[src/rtl/op_pkg.sv]
// Opcode record exchanged between the G-code parser and the dispatch path.
package Op_PKG;

    localparam logic [7:0] OP_CMD_G00 = 8'd0;
    localparam logic [7:0] OP_CMD_G01 = 8'd1;
    localparam logic [7:0] OP_CMD_G02 = 8'd2;
    localparam logic [7:0] OP_CMD_G03 = 8'd3;
    localparam logic [7:0] OP_CMD_G90 = 8'd90;
    localparam logic [7:0] OP_CMD_G91 = 8'd91;

    typedef struct packed {
        logic [7:0]  cmd;
        logic [15:0] arg_a;
        logic [15:0] arg_b;
    } Op_st;

endpackage

[src/rtl/op_dispatcher_pkg.sv]
// Handler numbering, FSM state type and the opcode-to-handler map.
package Dispatch_PKG;
    import Op_PKG::*;

    localparam int NUM_HANDLERS = 3;
    localparam int SEL_BITS     = 2;

    typedef logic [SEL_BITS-1:0] sel_t;

    localparam sel_t HANDLER_LINEAR   = 2'd0;
    localparam sel_t HANDLER_CIRCULAR = 2'd1;
    localparam sel_t HANDLER_MODE     = 2'd2;
    localparam sel_t HANDLER_NONE     = 2'd3;

    typedef enum logic [1:0] {
        IDLE      = 2'd0,
        DISPATCH  = 2'd1,
        WAIT_DONE = 2'd2
    } state_e;

    function automatic sel_t cmd_to_handler(input logic [7:0] cmd);
        case (cmd)
            OP_CMD_G00, OP_CMD_G01: return HANDLER_LINEAR;
            OP_CMD_G02, OP_CMD_G03: return HANDLER_CIRCULAR;
            OP_CMD_G90, OP_CMD_G91: return HANDLER_MODE;
            default:                return HANDLER_NONE;
        endcase
    endfunction

endpackage

[src/rtl/op_dispatcher_if.sv]
// Parser-side opcode handshake plus the handler trigger/ready/done fan-out.
interface op_dispatcher_if #(
    parameter int NUM_HANDLERS = 3,
    parameter int CNT_BITS     = 16
);
    import Op_PKG::*;

    logic                    op_valid;
    Op_st                    op_in;
    logic                    op_rdy;
    Op_st                    op;
    logic [NUM_HANDLERS-1:0] h_trigger;
    logic [NUM_HANDLERS-1:0] h_rdy;
    logic [NUM_HANDLERS-1:0] h_done;
    logic                    busy;
    logic                    err_unknown;
    logic                    err_timeout;
    logic [CNT_BITS-1:0]     ops_done;

    modport master (
        output op_valid, op_in, h_rdy, h_done,
        input  op_rdy, op, h_trigger, busy, err_unknown, err_timeout, ops_done
    );

    modport slave (
        input  op_valid, op_in, h_rdy, h_done,
        output op_rdy, op, h_trigger, busy, err_unknown, err_timeout, ops_done
    );

endinterface

[src/rtl/op_dispatcher_fsm.sv]
// Purpose: IDLE/DISPATCH/WAIT_DONE sequencing of one opcode at a time.
// Latency: events are combinational on the current state, taken on clk_en edges.
// Backpressure: holds DISPATCH until the selected handler is ready; ignores input when busy.
module op_dispatcher_fsm
    import Dispatch_PKG::*;
(
    input  logic   clk,
    input  logic   reset,
    input  logic   clk_en,
    input  logic   op_valid,
    input  logic   sel_ok,
    input  logic   sel_rdy,
    input  logic   sel_done,
    input  logic   tmo_hit,
    output state_e state,
    output logic   accept,
    output logic   done_evt,
    output logic   tmo_evt,
    output logic   unk_evt
);

    state_e state_nxt;

    always_ff @(posedge clk) begin
        if (reset) begin
            state <= IDLE;
        end else begin
            state <= state_nxt;
        end
    end

    always_comb begin
        state_nxt = state;
        accept    = 1'b0;
        done_evt  = 1'b0;
        tmo_evt   = 1'b0;
        unk_evt   = 1'b0;
        if (clk_en) begin
            case (state)
                IDLE: begin
                    if (op_valid) begin
                        accept = 1'b1;
                        if (sel_ok) state_nxt = DISPATCH;
                        else        unk_evt   = 1'b1;
                    end
                end
                DISPATCH: begin
                    if (sel_rdy) state_nxt = WAIT_DONE;
                end
                WAIT_DONE: begin
                    // done takes precedence over a timeout landing on the same edge
                    if (sel_done) begin
                        done_evt  = 1'b1;
                        state_nxt = IDLE;
                    end else if (tmo_hit) begin
                        tmo_evt   = 1'b1;
                        state_nxt = IDLE;
                    end
                end
                default: state_nxt = IDLE;
            endcase
        end
    end

endmodule

[src/rtl/op_dispatcher.sv]
// Purpose: latch parser opcodes and route each to one handler, tracking completion.
// Latency: trigger one clk_en cycle after accept when the handler is ready.
// Backpressure: op_rdy low while an opcode is in flight; error flags pulse for one clk.
module op_dispatcher
    import Op_PKG::*;
    import Dispatch_PKG::*;
#(
    parameter int NUM_HANDLERS   = 3,
    parameter int TIMEOUT_CYCLES = (1 << 24) - 1,
    parameter int CNT_BITS       = 16
) (
    input  logic            clk,
    input  logic            reset,
    input  logic            clk_en,
    op_dispatcher_if.slave  bus
);

    localparam int TMO_BITS = $clog2(TIMEOUT_CYCLES + 1);

    state_e                  state;
    Op_st                    op_q;
    sel_t                    sel_q;
    sel_t                    new_sel;
    logic                    sel_ok;
    logic [NUM_HANDLERS-1:0] sel_mask;
    logic                    sel_rdy;
    logic                    sel_done;
    logic [TMO_BITS-1:0]     tmo_cnt;
    logic                    tmo_hit;
    logic [CNT_BITS-1:0]     ops_cnt;
    logic                    err_unk_q;
    logic                    err_tmo_q;
    logic                    accept;
    logic                    done_evt;
    logic                    tmo_evt;
    logic                    unk_evt;

    assign new_sel = cmd_to_handler(bus.op_in.cmd);
    assign sel_ok  = (new_sel != HANDLER_NONE) && (int'(new_sel) < NUM_HANDLERS);

    always_comb begin
        sel_mask = '0;
        for (int i = 0; i < NUM_HANDLERS; i++) begin
            sel_mask[i] = (sel_q == sel_t'(i));
        end
    end

    assign sel_rdy  = |(sel_mask & bus.h_rdy);
    assign sel_done = |(sel_mask & bus.h_done);
    assign tmo_hit  = (tmo_cnt == TMO_BITS'(TIMEOUT_CYCLES - 1));

    op_dispatcher_fsm u_fsm (
        .clk      (clk),
        .reset    (reset),
        .clk_en   (clk_en),
        .op_valid (bus.op_valid),
        .sel_ok   (sel_ok),
        .sel_rdy  (sel_rdy),
        .sel_done (sel_done),
        .tmo_hit  (tmo_hit),
        .state    (state),
        .accept   (accept),
        .done_evt (done_evt),
        .tmo_evt  (tmo_evt),
        .unk_evt  (unk_evt)
    );

    always_ff @(posedge clk) begin
        if (reset) begin
            op_q      <= '0;
            sel_q     <= HANDLER_LINEAR;
            tmo_cnt   <= '0;
            ops_cnt   <= '0;
            err_unk_q <= 1'b0;
            err_tmo_q <= 1'b0;
        end else begin
            err_unk_q <= unk_evt;
            err_tmo_q <= tmo_evt;
            if (accept) begin
                op_q  <= bus.op_in;
                sel_q <= new_sel;
            end
            // counter sits at zero outside WAIT_DONE so every entry starts fresh
            if (state != WAIT_DONE) begin
                tmo_cnt <= '0;
            end else if (clk_en) begin
                tmo_cnt <= tmo_cnt + 1'b1;
            end
            if (done_evt) begin
                ops_cnt <= ops_cnt + 1'b1;
            end
        end
    end

    // reset gates the trigger immediately, before the state register clears
    assign bus.h_trigger   = (state == DISPATCH && !reset) ? (sel_mask & bus.h_rdy) : '0;
    assign bus.op_rdy      = (state == IDLE);
    assign bus.busy        = (state != IDLE);
    assign bus.op          = op_q;
    assign bus.err_unknown = err_unk_q;
    assign bus.err_timeout = err_tmo_q;
    assign bus.ops_done    = ops_cnt;

endmodule

[src/flat_wrapper.sv]
// flat-port wrapper written by rule: the top's interface ports become plain ports
module op_dispatcher_flat import Op_PKG::*; import Dispatch_PKG::*;
#(
    parameter int NUM_HANDLERS   = 3,
    parameter int TIMEOUT_CYCLES = (1 << 24) - 1,
    parameter int CNT_BITS       = 16
)
  (clk, reset, clk_en, bus_op_valid, bus_op_in, bus_h_rdy, bus_h_done, bus_op_rdy, bus_op, bus_h_trigger, bus_busy, bus_err_unknown, bus_err_timeout, bus_ops_done);
  op_dispatcher_if #(.NUM_HANDLERS(NUM_HANDLERS), .CNT_BITS(CNT_BITS)) bus_i ();
  input  logic clk;
  input  logic reset;
  input  logic clk_en;
  input wire logic [$bits(bus_i.op_valid)-1:0] bus_op_valid;
  input wire logic [$bits(bus_i.op_in)-1:0] bus_op_in;
  input wire logic [$bits(bus_i.h_rdy)-1:0] bus_h_rdy;
  input wire logic [$bits(bus_i.h_done)-1:0] bus_h_done;
  output wire logic [$bits(bus_i.op_rdy)-1:0] bus_op_rdy;
  output wire logic [$bits(bus_i.op)-1:0] bus_op;
  output wire logic [$bits(bus_i.h_trigger)-1:0] bus_h_trigger;
  output wire logic [$bits(bus_i.busy)-1:0] bus_busy;
  output wire logic [$bits(bus_i.err_unknown)-1:0] bus_err_unknown;
  output wire logic [$bits(bus_i.err_timeout)-1:0] bus_err_timeout;
  output wire logic [$bits(bus_i.ops_done)-1:0] bus_ops_done;
  assign bus_i.op_valid = bus_op_valid;
  assign bus_i.op_in = bus_op_in;
  assign bus_i.h_rdy = bus_h_rdy;
  assign bus_i.h_done = bus_h_done;
  assign bus_op_rdy = bus_i.op_rdy;
  assign bus_op = bus_i.op;
  assign bus_h_trigger = bus_i.h_trigger;
  assign bus_busy = bus_i.busy;
  assign bus_err_unknown = bus_i.err_unknown;
  assign bus_err_timeout = bus_i.err_timeout;
  assign bus_ops_done = bus_i.ops_done;
  op_dispatcher #(.NUM_HANDLERS(NUM_HANDLERS), .TIMEOUT_CYCLES(TIMEOUT_CYCLES), .CNT_BITS(CNT_BITS)) u_core (.clk(clk), .reset(reset), .clk_en(clk_en), .bus(bus_i));
endmodule
[config.mk]
export PLATFORM = sky130hd
export DESIGN_NAME = op_dispatcher_flat
export DESIGN_NICKNAME = d
export VERILOG_FILES = /design/src/rtl/op_pkg.sv /design/src/rtl/op_dispatcher_pkg.sv /design/src/rtl/op_dispatcher_if.sv /design/src/rtl/op_dispatcher_fsm.sv /design/src/rtl/op_dispatcher.sv /design/src/flat_wrapper.sv
export SDC_FILE = /design/constraint.sdc
export NUM_CORES = 1
export LEC_CHECK = 0
export CAP_MARGIN = 20
export CORE_UTILIZATION = 61
export CTS_CLUSTER_DIAMETER = 80
export DETAILED_ROUTE_END_ITERATION = 10
export DONT_BUFFER_PORTS = 1
export GPL_TIMING_DRIVEN = 1
export HOLD_SLACK_MARGIN = 0.06
export PLACE_DENSITY_LB_ADDON = 0.15
export SYNTH_ARGS = -nofsm -noshare
export SYNTH_HDL_FRONTEND = slang
export SYNTH_HIERARCHICAL = 1
export SYNTH_SLANG_ARGS = --single-unit
[constraint.sdc]
create_clock -name clk -period 2.4 [get_ports clk]
set_input_delay 0.24 -clock clk [delete_from_list [all_inputs] [get_ports clk]]
set_output_delay 0.24 -clock clk [all_outputs]
set_load 0.01 [all_outputs]
==> metrics.txt <==
Avg Vias per Cell=5.83; top cells by area, synth=dfxtp_1 48%, mux2i_1 12%, nor2_1 7.5%; filler instances=381; largest net degree at the start of global routing=62; first-pass GRT wire length=13.2 mm; cts bufs inserted=9; final net count=483; max-slew violation count=0; pre-CTS WS=162 ps; CTS H-tree lvls=3; Yosys top cell by area=dfxtp_1; Syn-to-layout area delta=18.9%; number of inserted diodes=0; Clock Skew=15.3 ps; PortBufs=0; Post-DP Area=3650 um2; Top delay family on crit path=simple AND/OR/NAND/NOR gates; Seq/Total Area, Yosys=0.478; CTS Sinks=86; Top-Level Pins=113; post-route insts no fill=507; fin crit period=2210 ps; CTS root buf=clkbuf_8; critical path's most frequent cell=or3_1; setup TNS=0 ps; GP Congestion=0.784; DR pass1 iterations=4; Worst-Skew Late Latency=360 ps; GRT overflow=0; PnR worst setup slack=190 ps; post-DP HPWL=4.86 mm; hold_sp=bus_op_in[30]; WL final=8.30 mm; syn nets=447; Max VDD drop=0.471 mV; startpoint types=register; RSZ-0062 raised after global routing=false; GRT Resource Usage Total=0.273; Tightest Hold Check Type=input port to register; status=finished, final reports clean; cells after synthesis=394; worst-path cell chain=mux2i_1, o21ai_1, and3_2, nand3_1, or3_1, or3_1, a21oi_1; clock buffer depth=2; Setup CP Type=register to register; fmax=0.452 GHz; Routed wire per std cell=16.4 um; Final ANT Viol Nets=0; Worst setup EP type=register; CP arrival=2500 ps; FF-to-FF Start=u_core/sel_q[0]; CP max stage delay=470 ps; Fin Hold WS=79.9 ps; Final Core Density=0.764; Initial Util=0.643; Max-cap violations=0; critical path's slowest cell=dfxtp_1; CP Launch Point=u_core/sel_q[0]; worst-path fanout max=6; Seq cells post-synth=86; syn avg cell area=9.15 um2; top-count cell post-synth=dfxtp_1; core box area=5610 um2; placed cells=450; storage element area=1720 um2; vias in the first global route=2877; via count=2957; Power per Cell Area=645 nW/um2; footprint of the multi-input gates=1770 um2; DIE WIDTH=78.9 um; fin area=4280 um2; Die Ht=78.9 um; worst path bufs/invs=0; Post-synth EDFFs=0; YS warnings=6; initial drt markers=154; Worst-path clk slew=90 ps; WP data required=2690 ps; Rel. slew slack=0.522; layout cell share with drive strength beyond 1=0.0667; Slew @ Worst Pin=707 ps; Core Rows=27; asr flop ratio synth=0; CTS tree=yes; Synth top area share=0.478; Total Power=2.76 mW; Hold Vio Cnt, Final=0; Cell Area, Synth=3600 um2; crit share post-route=0.921; Die Area=6220 um2; antenna violations before repair=0; Setup-failing EPs final=0; Leak=1.49 nW; ys flop type=dfxtp_1; top cells by count, synth=86 x dfxtp_1, 72 x nor2_1, 44 x mux2i_1; detailed-route DRC error count=0; Netlist cell types=42
flip-flops by register name, indices dropped and copies added (netlist names):
register,cells
u_core/bus.err_timeout,1
u_core/bus.err_unknown,1
u_core/bus.op,40
u_core/bus.ops_done,16
u_core/sel_q,2
u_core/tmo_cnt,24
u_core/u_fsm/state,2
cells in the final DEF, fill, tap and decap left out, types with 3 or more instances in the layout:
master,count
xnor2_1,14
or4_1,5
xor2_1,9
nand2_1,21
nand3_1,12
clkbuf_8,10
ha_1,3
nor3_1,8
o21ai_0,12
a21oi_1,13
nor4_1,9
nor2b_1,6
and3_1,3
dlygate4sd3_1,40
o31ai_1,3
or3_1,9
mux2i_1,44
inv_1,9
nor2_1,72
nand4_1,11
dfxtp_1,86
path summary, 6_finish.rpt:
check | endpoint | cells after the start | slack, ps
max | u_core/bus.ops_done[14] | 7 | 190
min | u_core/bus.op[30] | 2 | 80
max reg2reg | u_core/bus.ops_done[14] | 7 | 190
min reg2reg | u_core/tmo_cnt[23] | 2 | 500
area by class of cell:
type                       instances  share of cell area
clock inverter                     6              0.0175
sequential                        86               0.402
timing repair buffer              44               0.106
inverter                           9             0.00789
multi-input combinational        280               0.413
tap                               72              0.0210
clock buffer                      10              0.0321
routing by layer:
layer / global-route usage / vias up / wire (um)
li1: - / 1439 / -
met1: 0.306 / 1391 / 3400
met2: 0.460 / 107 / 4040
met3: 0.0862 / 20 / 627
met4: 0.151 / 0 / 229
met5: 0 / - / 0
report_power, final:
part | internal (mW) | switching, mW | leakage, nW
registers | 1.46 | 0.0437 | 0.698
clock network | 0.526 | 0.549 | 0.105
logic | 0.0982 | 0.0829 | 0.682
cell families after synthesis:
kind of cell	share of synthesized area
XOR/XNOR	0.0559
multiplexers	0.125
adder cells (fa/ha/maj)	0.0104
AO/OA/AOI/OAI	0.0580
buffers and inverters	0.0313
AND/OR/NAND/NOR	0.241
flip-flops	0.478
worst register-to-register path, delay by kind of cell (launching register included):
family          cells  cell delay [ps]
simple gates        4             1180
flops               1              470
compound gates      2              380
mux                 1              110
what timing repair did:
action                     in CTS  in global routing
buffers inserted                0                  0
resized for setup               0                  1
hold endpoints to repair       63                  0
setup endpoints to repair       0                  1
hold buffers                   41                  0
No activity file was read; power rests on OpenSTA's default activity.
